--- src/rtl/slc3_pkg.sv ---
// rtl/slc3_pkg.sv - shared state codes, opcodes and mux encodings for the SLC-3 control FSM
package slc3_pkg;

    typedef enum logic [4:0] {
        S_HALTED = 5'd0,
        S_FETCH1 = 5'd1,
        S_FETCH2 = 5'd2,
        S_FETCH3 = 5'd3,
        S_DECODE = 5'd4,
        S_ADD    = 5'd5,
        S_AND    = 5'd6,
        S_NOT    = 5'd7,
        S_BR1    = 5'd8,
        S_BR2    = 5'd9,
        S_JMP    = 5'd10,
        S_JSR1   = 5'd11,
        S_JSR2   = 5'd12,
        S_LDR1   = 5'd13,
        S_LDR2   = 5'd14,
        S_LDR3   = 5'd15,
        S_STR1   = 5'd16,
        S_STR2   = 5'd17,
        S_STR3   = 5'd18,
        S_PAUSE1 = 5'd19,
        S_PAUSE2 = 5'd20
    } state_t;

    localparam logic [3:0] OP_BR    = 4'b0000;
    localparam logic [3:0] OP_ADD   = 4'b0001;
    localparam logic [3:0] OP_JSR   = 4'b0100;
    localparam logic [3:0] OP_AND   = 4'b0101;
    localparam logic [3:0] OP_LDR   = 4'b0110;
    localparam logic [3:0] OP_STR   = 4'b0111;
    localparam logic [3:0] OP_NOT   = 4'b1001;
    localparam logic [3:0] OP_JMP   = 4'b1100;
    localparam logic [3:0] OP_PAUSE = 4'b1101;

    localparam logic [1:0] PCMUX_PC1   = 2'd0;
    localparam logic [1:0] PCMUX_ADDER = 2'd1;
    localparam logic [1:0] PCMUX_BUS   = 2'd2;

    localparam logic [1:0] ADDR2_SEXT11 = 2'd0;
    localparam logic [1:0] ADDR2_SEXT9  = 2'd1;
    localparam logic [1:0] ADDR2_SEXT6  = 2'd2;
    localparam logic [1:0] ADDR2_ZERO   = 2'd3;

    localparam logic [1:0] ALUK_ADD   = 2'd0;
    localparam logic [1:0] ALUK_AND   = 2'd1;
    localparam logic [1:0] ALUK_NOT   = 2'd2;
    localparam logic [1:0] ALUK_PASSA = 2'd3;

    // States that hold a memory strobe and share the wait counter
    function automatic logic is_mem_state(input state_t s);
        return (s == S_FETCH2) || (s == S_LDR2) || (s == S_STR3);
    endfunction

endpackage

--- src/rtl/mem_wait_counter.sv ---
// rtl/mem_wait_counter.sv - 3-bit memory wait counter, done when count equals MEM_WAIT
module mem_wait_counter #(
    parameter int unsigned MEM_WAIT = 2
) (
    input  logic       clk,
    input  logic       reset,
    input  logic       clr,
    input  logic       en,
    output logic [2:0] count,
    output logic       done
);

    assign done = (count == 3'(MEM_WAIT));

    // Self-clears on the done cycle so back-to-back accesses start from zero
    always_ff @(posedge clk or posedge reset) begin
        if (reset) begin
            count <= 3'd0;
        end else if (clr) begin
            count <= 3'd0;
        end else if (en) begin
            count <= done ? 3'd0 : count + 3'd1;
        end
    end

endmodule

--- src/rtl/slc3_control.sv ---
// rtl/slc3_control.sv - Moore instruction-sequencing FSM driving the SLC-3 datapath
module slc3_control
    import slc3_pkg::*;
#(
    parameter int unsigned MEM_WAIT = 2
) (
    input  logic        clk,
    input  logic        reset,
    input  logic        Run,
    input  logic        Continue,
    input  logic [15:0] IR,
    input  logic        BEN,
    output logic        LD_MAR,
    output logic        LD_MDR,
    output logic        LD_IR,
    output logic        LD_BEN,
    output logic        LD_CC,
    output logic        LD_REG,
    output logic        LD_PC,
    output logic        LD_LED,
    output logic        GatePC,
    output logic        GateMDR,
    output logic        GateALU,
    output logic        GateMARMUX,
    output logic [1:0]  PCMUX,
    output logic        DR,
    output logic        SR1MUX,
    output logic        SR2MUX,
    output logic        ADDR1MUX,
    output logic [1:0]  ADDR2MUX,
    output logic [1:0]  ALUK,
    output logic        MIO_EN,
    output logic        Mem_RD,
    output logic        Mem_WR,
    output logic [4:0]  state_o
);

    state_t     state;
    state_t     state_next;
    logic       mem_active;
    logic       wait_done;
    logic [2:0] wait_count;
    logic       unused_bits;

    assign unused_bits = ^{IR[11:6], IR[4:0], wait_count};
    assign mem_active  = is_mem_state(state);
    assign state_o     = state;

    mem_wait_counter #(
        .MEM_WAIT (MEM_WAIT)
    ) u_wait (
        .clk   (clk),
        .reset (reset),
        .clr   (~mem_active),
        .en    (mem_active),
        .count (wait_count),
        .done  (wait_done)
    );

    always_ff @(posedge clk or posedge reset) begin
        if (reset) begin
            state <= S_HALTED;
        end else begin
            state <= state_next;
        end
    end

    always_comb begin
        state_next = state;
        unique case (state)
            S_HALTED: if (Run) state_next = S_FETCH1;
            S_FETCH1: state_next = S_FETCH2;
            S_FETCH2: if (wait_done) state_next = S_FETCH3;
            S_FETCH3: state_next = S_DECODE;
            S_DECODE: begin
                // Unsupported opcodes fall back to fetch as a NOP
                case (IR[15:12])
                    OP_ADD:   state_next = S_ADD;
                    OP_AND:   state_next = S_AND;
                    OP_NOT:   state_next = S_NOT;
                    OP_BR:    state_next = S_BR1;
                    OP_JMP:   state_next = S_JMP;
                    OP_JSR:   state_next = S_JSR1;
                    OP_LDR:   state_next = S_LDR1;
                    OP_STR:   state_next = S_STR1;
                    OP_PAUSE: state_next = S_PAUSE1;
                    default:  state_next = S_FETCH1;
                endcase
            end
            S_ADD, S_AND, S_NOT, S_BR2, S_JMP, S_JSR2, S_LDR3:
                state_next = S_FETCH1;
            S_BR1:    state_next = BEN ? S_BR2 : S_FETCH1;
            S_JSR1:   state_next = S_JSR2;
            S_LDR1:   state_next = S_LDR2;
            S_LDR2:   if (wait_done) state_next = S_LDR3;
            S_STR1:   state_next = S_STR2;
            S_STR2:   state_next = S_STR3;
            S_STR3:   if (wait_done) state_next = S_FETCH1;
            S_PAUSE1: if (Continue) state_next = S_PAUSE2;
            S_PAUSE2: if (!Continue) state_next = S_FETCH1;
            default:  state_next = S_HALTED;
        endcase
    end

    always_comb begin
        LD_MAR     = 1'b0;
        LD_MDR     = 1'b0;
        LD_IR      = 1'b0;
        LD_BEN     = 1'b0;
        LD_CC      = 1'b0;
        LD_REG     = 1'b0;
        LD_PC      = 1'b0;
        LD_LED     = 1'b0;
        GatePC     = 1'b0;
        GateMDR    = 1'b0;
        GateALU    = 1'b0;
        GateMARMUX = 1'b0;
        PCMUX      = PCMUX_PC1;
        DR         = 1'b0;
        SR1MUX     = 1'b0;
        SR2MUX     = 1'b0;
        ADDR1MUX   = 1'b0;
        ADDR2MUX   = ADDR2_SEXT11;
        ALUK       = ALUK_ADD;
        MIO_EN     = 1'b0;
        Mem_RD     = 1'b0;
        Mem_WR     = 1'b0;
        unique case (state)
            S_FETCH1: begin
                GatePC = 1'b1;
                LD_MAR = 1'b1;
                PCMUX  = PCMUX_PC1;
                LD_PC  = 1'b1;
            end
            S_FETCH2, S_LDR2: begin
                Mem_RD = 1'b1;
                MIO_EN = 1'b1;
                LD_MDR = wait_done;
            end
            S_FETCH3: begin
                GateMDR = 1'b1;
                LD_IR   = 1'b1;
            end
            S_DECODE: LD_BEN = 1'b1;
            S_ADD, S_AND, S_NOT: begin
                SR1MUX  = 1'b1;
                DR      = 1'b1;
                GateALU = 1'b1;
                LD_REG  = 1'b1;
                LD_CC   = 1'b1;
                SR2MUX  = (state == S_NOT) ? 1'b0 : ~IR[5];
                ALUK    = (state == S_ADD) ? ALUK_ADD :
                          (state == S_AND) ? ALUK_AND : ALUK_NOT;
            end
            S_BR2: begin
                ADDR1MUX = 1'b1;
                ADDR2MUX = ADDR2_SEXT9;
                PCMUX    = PCMUX_ADDER;
                LD_PC    = 1'b1;
            end
            S_JMP: begin
                SR1MUX   = 1'b1;
                ADDR1MUX = 1'b0;
                ADDR2MUX = ADDR2_ZERO;
                PCMUX    = PCMUX_ADDER;
                LD_PC    = 1'b1;
            end
            S_JSR1: begin
                GatePC = 1'b1;
                DR     = 1'b0;
                LD_REG = 1'b1;
            end
            S_JSR2: begin
                ADDR1MUX = 1'b1;
                ADDR2MUX = ADDR2_SEXT11;
                PCMUX    = PCMUX_ADDER;
                LD_PC    = 1'b1;
            end
            S_LDR1, S_STR1: begin
                SR1MUX     = 1'b1;
                ADDR1MUX   = 1'b0;
                ADDR2MUX   = ADDR2_SEXT6;
                GateMARMUX = 1'b1;
                LD_MAR     = 1'b1;
            end
            S_LDR3: begin
                GateMDR = 1'b1;
                DR      = 1'b1;
                LD_REG  = 1'b1;
                LD_CC   = 1'b1;
            end
            // Store data comes from the SR field through the ALU pass path
            S_STR2: begin
                SR1MUX  = 1'b0;
                ALUK    = ALUK_PASSA;
                GateALU = 1'b1;
                MIO_EN  = 1'b0;
                LD_MDR  = 1'b1;
            end
            S_STR3:   Mem_WR = 1'b1;
            S_PAUSE1: LD_LED = 1'b1;
            default: ;
        endcase
    end

endmodule

--- config.mk ---
export PLATFORM = sky130hd
export DESIGN_NAME = slc3_control
export DESIGN_NICKNAME = d
export VERILOG_FILES = /design/src/rtl/slc3_pkg.sv /design/src/rtl/mem_wait_counter.sv /design/src/rtl/slc3_control.sv
export SDC_FILE = /design/constraint.sdc
export NUM_CORES = 1
export LEC_CHECK = 0
export BUFFER_PORTS_ARGS = -buffer_cell sky130_fd_sc_hd__clkbuf_2
export CAP_MARGIN = 20
export CORE_ASPECT_RATIO = 0.9
export CORE_MARGIN = 8
export CORE_UTILIZATION = 51
export DETAILED_ROUTE_END_ITERATION = 8
export PLACE_DENSITY_LB_ADDON = 0.25
export SLEW_MARGIN = 25
export SYNTH_ARGS = -nofsm -noshare
export SYNTH_HDL_FRONTEND = slang
export SYNTH_HIERARCHICAL = 1
export SYNTH_SLANG_ARGS = --single-unit
export TNS_END_PERCENT = 10
--- constraint.sdc ---
create_clock -name clk -period 3.66 [get_ports clk]
set_input_delay 0.549 -clock clk [delete_from_list [all_inputs] [get_ports clk]]
set_output_delay 0.549 -clock clk [all_outputs]
set_load 0.02 [all_outputs]
==> results by group <==
Outcome
  – Outcome: completed

Global routing
  – Vias in the first global route: around 1200
  – GRT Total Usage: 16.0%
  – Initial antenna violation count: 0
  – First-pass GRT wire length: 5.34 mm
  – GRT overflow: 0
  – Largest net degree at the start of global routing: 33

Yosys
  – Post-synth top area cell: dfrtp_1
  – Cells after synthesis: roughly 170
  – Netlist cell types: 52
  – Synthesized cell area: around 1200 sq um
  – Post-synth top flop: dfrtp_1
  – Avg Inst Size Synth: ~6.8 sq um
  – FFs w/ async S/R, synth: 100%
  – Synth warnings: 6
  – Most numerous cell in the Yosys netlist: nor2_1
  – Syn Nets: 197
  – EDFF count, synth: 0
  – Share of the synthesized area in the top cell type: 17.0%
  – Top post-synthesis cells by count: nor2_1, a21oi_1, nand2_1, nand2b_1, inv_1
  – #FFs+latches synth: 8
  – Top cells by area, synth: dfrtp_1, nor2_1, nand2b_1
  – Post-synthesis sequential area ratio: 17.0%

Power
  – Combinational share of power: 68.6%
  – Leak: ~0.64 nW
  – Power Dens Cells: slightly below 700 nW/um^2
  – Maximum vdd ir drop: 0.509 mV
  – Net Sw Frac: about 58%
  – Internal Dissipation: 0.380 mW
  – NetSw: around 0.53 mW
  – Flop pwr share: between 20% and 30%
  – Clock share of power: about 6.7%

Timing
  – Max Fclk: approximately 370 MHz
  – Clock skew: 0.00202 ns
  – Max Slew Vio Count: 0
  – Min Tclk post-route: roughly 2.7 ns
  – Final hold vios: 0
  – Final setup fails: 0
  – Slew headroom: 39.1%
  – RSZ-0062 raised after global routing: false
  – Worst slew pin tran: between 0.9 and 1 ns
  – Final worst-path cycle share: between 70% and 80%
  – Setup total negative slack: 0 ns

Place
  – Input/output buffers: 38
  – Cells after DPL: 222
  – Final Wtd Congestion: roughly 0.93
  – DP HPWL: 2.52 mm

Floorplanning
  – DIE HEIGHT: 61.6 um
  – I/O Pins: 51
  – Die X: approximately 67 um
  – Core area: between 2000 and 2500 sq um
  – Die area: 4100 sq um
  – Row count: 16
  – Starting density of the core: a little over half

Worst setup path
  – Top delay family on crit path: flip-flops
  – Worst setup EP type: output pin
  – Worst-case reg-to-reg path depth: 4
  – Startpoint type of the worst setup path: flop
  – Worst Path Buf+Inv: 1
  – R2r setup slk: approximately 1.4 ns
  – FF-to-FF End: u_wait/count[1]$_DFFE_PP0P_
  – Max FO, Critical Path: 32
  – CP Launch Point: state_o[2]$_DFFE_PP0P_
  – Worst reg2reg startpoint: state_o[2]$_DFFE_PP0P_
  – Worst Path Arrival: 2.17 ns
  – Data required time of the worst path: 3.11 ns
  – Worst Setup EP: LD_MDR
  – Critical Path, Cell by Cell: nand2b_1 -> nor2_1 -> nand4_1 -> o21ai_0 -> clkbuf_2
  – Slowest CP cell: dfrtp_1
  – Worst path depth: 5
  – CP max stage delay: around 0.94 ns
  – Kind of critical path: flop to output pin

Cells and area
  – Number of diodes: 0
  – End-of-flow core utilization: between 60% and 70%
  – Layout area overhead: 13.6%
  – Post-layout nets: 225
  – Final Non-Filler Cells: ~230
  – Layout cell share with drive strength beyond 1: 22.7%

Clocking
  – Maximum clock path buffer count: 2
  – # hold bufs at CTS: 0
  – CTS tree: done
  – H-Tree Level Count: 1
  – TritonCTS buffer count: 3
  – Post-CTS Resized: 0
  – CTS sink count: 8
  – Root Buffer: clkbuf_4
  – Clock slew at reported path FFs: approximately 0.050 ns
  – Clk Latency, worst-skew pair: between 0.2 and 0.25 ns
  – Post-CTS setup buffer count: 0

Route
  – Drt via density: 5.98
  – Vias: between 1000 and 1500
  – Final WL: about 3.3 mm
  – Initial DRT Pass Iterations: 4
  – Drt drc: 0
  – Avg WL per Cell: around 15 um
  – 1st-iter DRT viols: 123
  – Antenna viol nets, final: 0

Run
  – Max-Cap Viols: 0

Min path
  – Worst hold path class: input port to asynchronous set/reset pin
-- cells in the final DEF (no fill, tap or decap), types with 2 or more instances in the layout --
master / n
nand2_1: 13
nand3_1: 3
nor3_1: 4
a22oi_1: 3
a21oi_1: 14
inv_1: 11
nand2b_1: 13
nor2_1: 22
o21ai_0: 7
or4_1: 2
o2bb2ai_1: 3
dfrtp_1: 8
nor2b_1: 6
a31oi_1: 4
clkbuf_2: 38
xor2_1: 2
xnor2_1: 2
and3_1: 4
clkbuf_4: 3
o32ai_1: 2
o21ai_1: 2
ha_1: 4
-- worst min path at each step --
stage / start / to / slack (ns)
3_3_place_gp: reset / u_wait/count[0]$_DFFE_PP0P_ / 0.41
4_1_cts: reset / u_wait/count[1]$_DFFE_PP0P_ / 0.15
3_5_place_dp: reset / u_wait/count[1]$_DFFE_PP0P_ / 0.42
6_report: reset / u_wait/count[1]$_DFFE_PP0P_ / 0.16
2_1_floorplan: reset / u_wait/count[0]$_DFFE_PP0P_ / 0.30
5_1_grt: reset / u_wait/count[1]$_DFFE_PP0P_ / 0.17
-- metrics by stage --
stage / instance area [sq um] / hold WS (ns) / setup WS (ns) / total power [mW]
after global routing: 1340 / 0.167 / 0.695 / 0.993
after global placement: 1310 / 0.408 / 1.30 / 0.826
after floorplan: 1180 / 0.303 / 1.28 / 0.697
after detailed placement: 1310 / 0.419 / 1.26 / 0.847
after CTS: 1340 / 0.153 / 0.985 / 0.911
final: 1340 / 0.157 / 0.942 / 0.913
-- registers in the layout (all words and copies together), names as in the netlist --
register,cells
state_o,5
u_wait/count,3
-- routing by layer --
layer  vias up  track usage, %  wire length (um)  part of all wire [%]
met5         -               0                 0                     0
met4         0            7.29                52                   1.6
met3         8            2.36               248                   7.5
met2        52            25.2              1610                    48
met1       619            21.1              1410                    43
li1        666               -                 -                     -
-- cell families (layout without fill, tap and decap cells) --
kind of cell               after synthesis  count (layout)  synth area share (%)
DFF                                      8               8                  17.0
AOI/OAI and AO/OA                       48              48                  27.8
buffers and inverters                   27              53                  11.5
adders and majority gates                4               4                  4.26
and+or+nand+nor                         79              79                  35.3
muxes                                    1               1                 0.851
other                                    1               1                 0.319
xor gates and xnor gates                 4               4                  2.98
-- final cells by class --
cell class,count,area (sq um)
fill,210,846
timing repair buffer,39,198
inverter,11,41.3
multi-input combinational,137,841
tap,27,33.8
clock buffer,3,22.5
sequential,8,200
-- power by group through the flow --
| stage | clock, mW | combinational, mW | sequential, mW |
|---|---|---|---|
| after floorplan | 0 | 0.539 | 0.157 |
| after global placement | 0 | 0.607 | 0.219 |
| after detailed placement | 0 | 0.625 | 0.222 |
| after CTS | 0.0649 | 0.626 | 0.220 |
| after global routing | 0.0677 | 0.689 | 0.237 |
| final | 0.0612 | 0.626 | 0.225 |
-- worst register-to-register path: stages, from the launching register on --
cell and delay [ns]:
dfrtp_1 0.94, nor2_1 0.30, o21ai_1 0.41, inv_1 0.17, a311oi_1 0.36
Power figures use the tool's default switching activity.
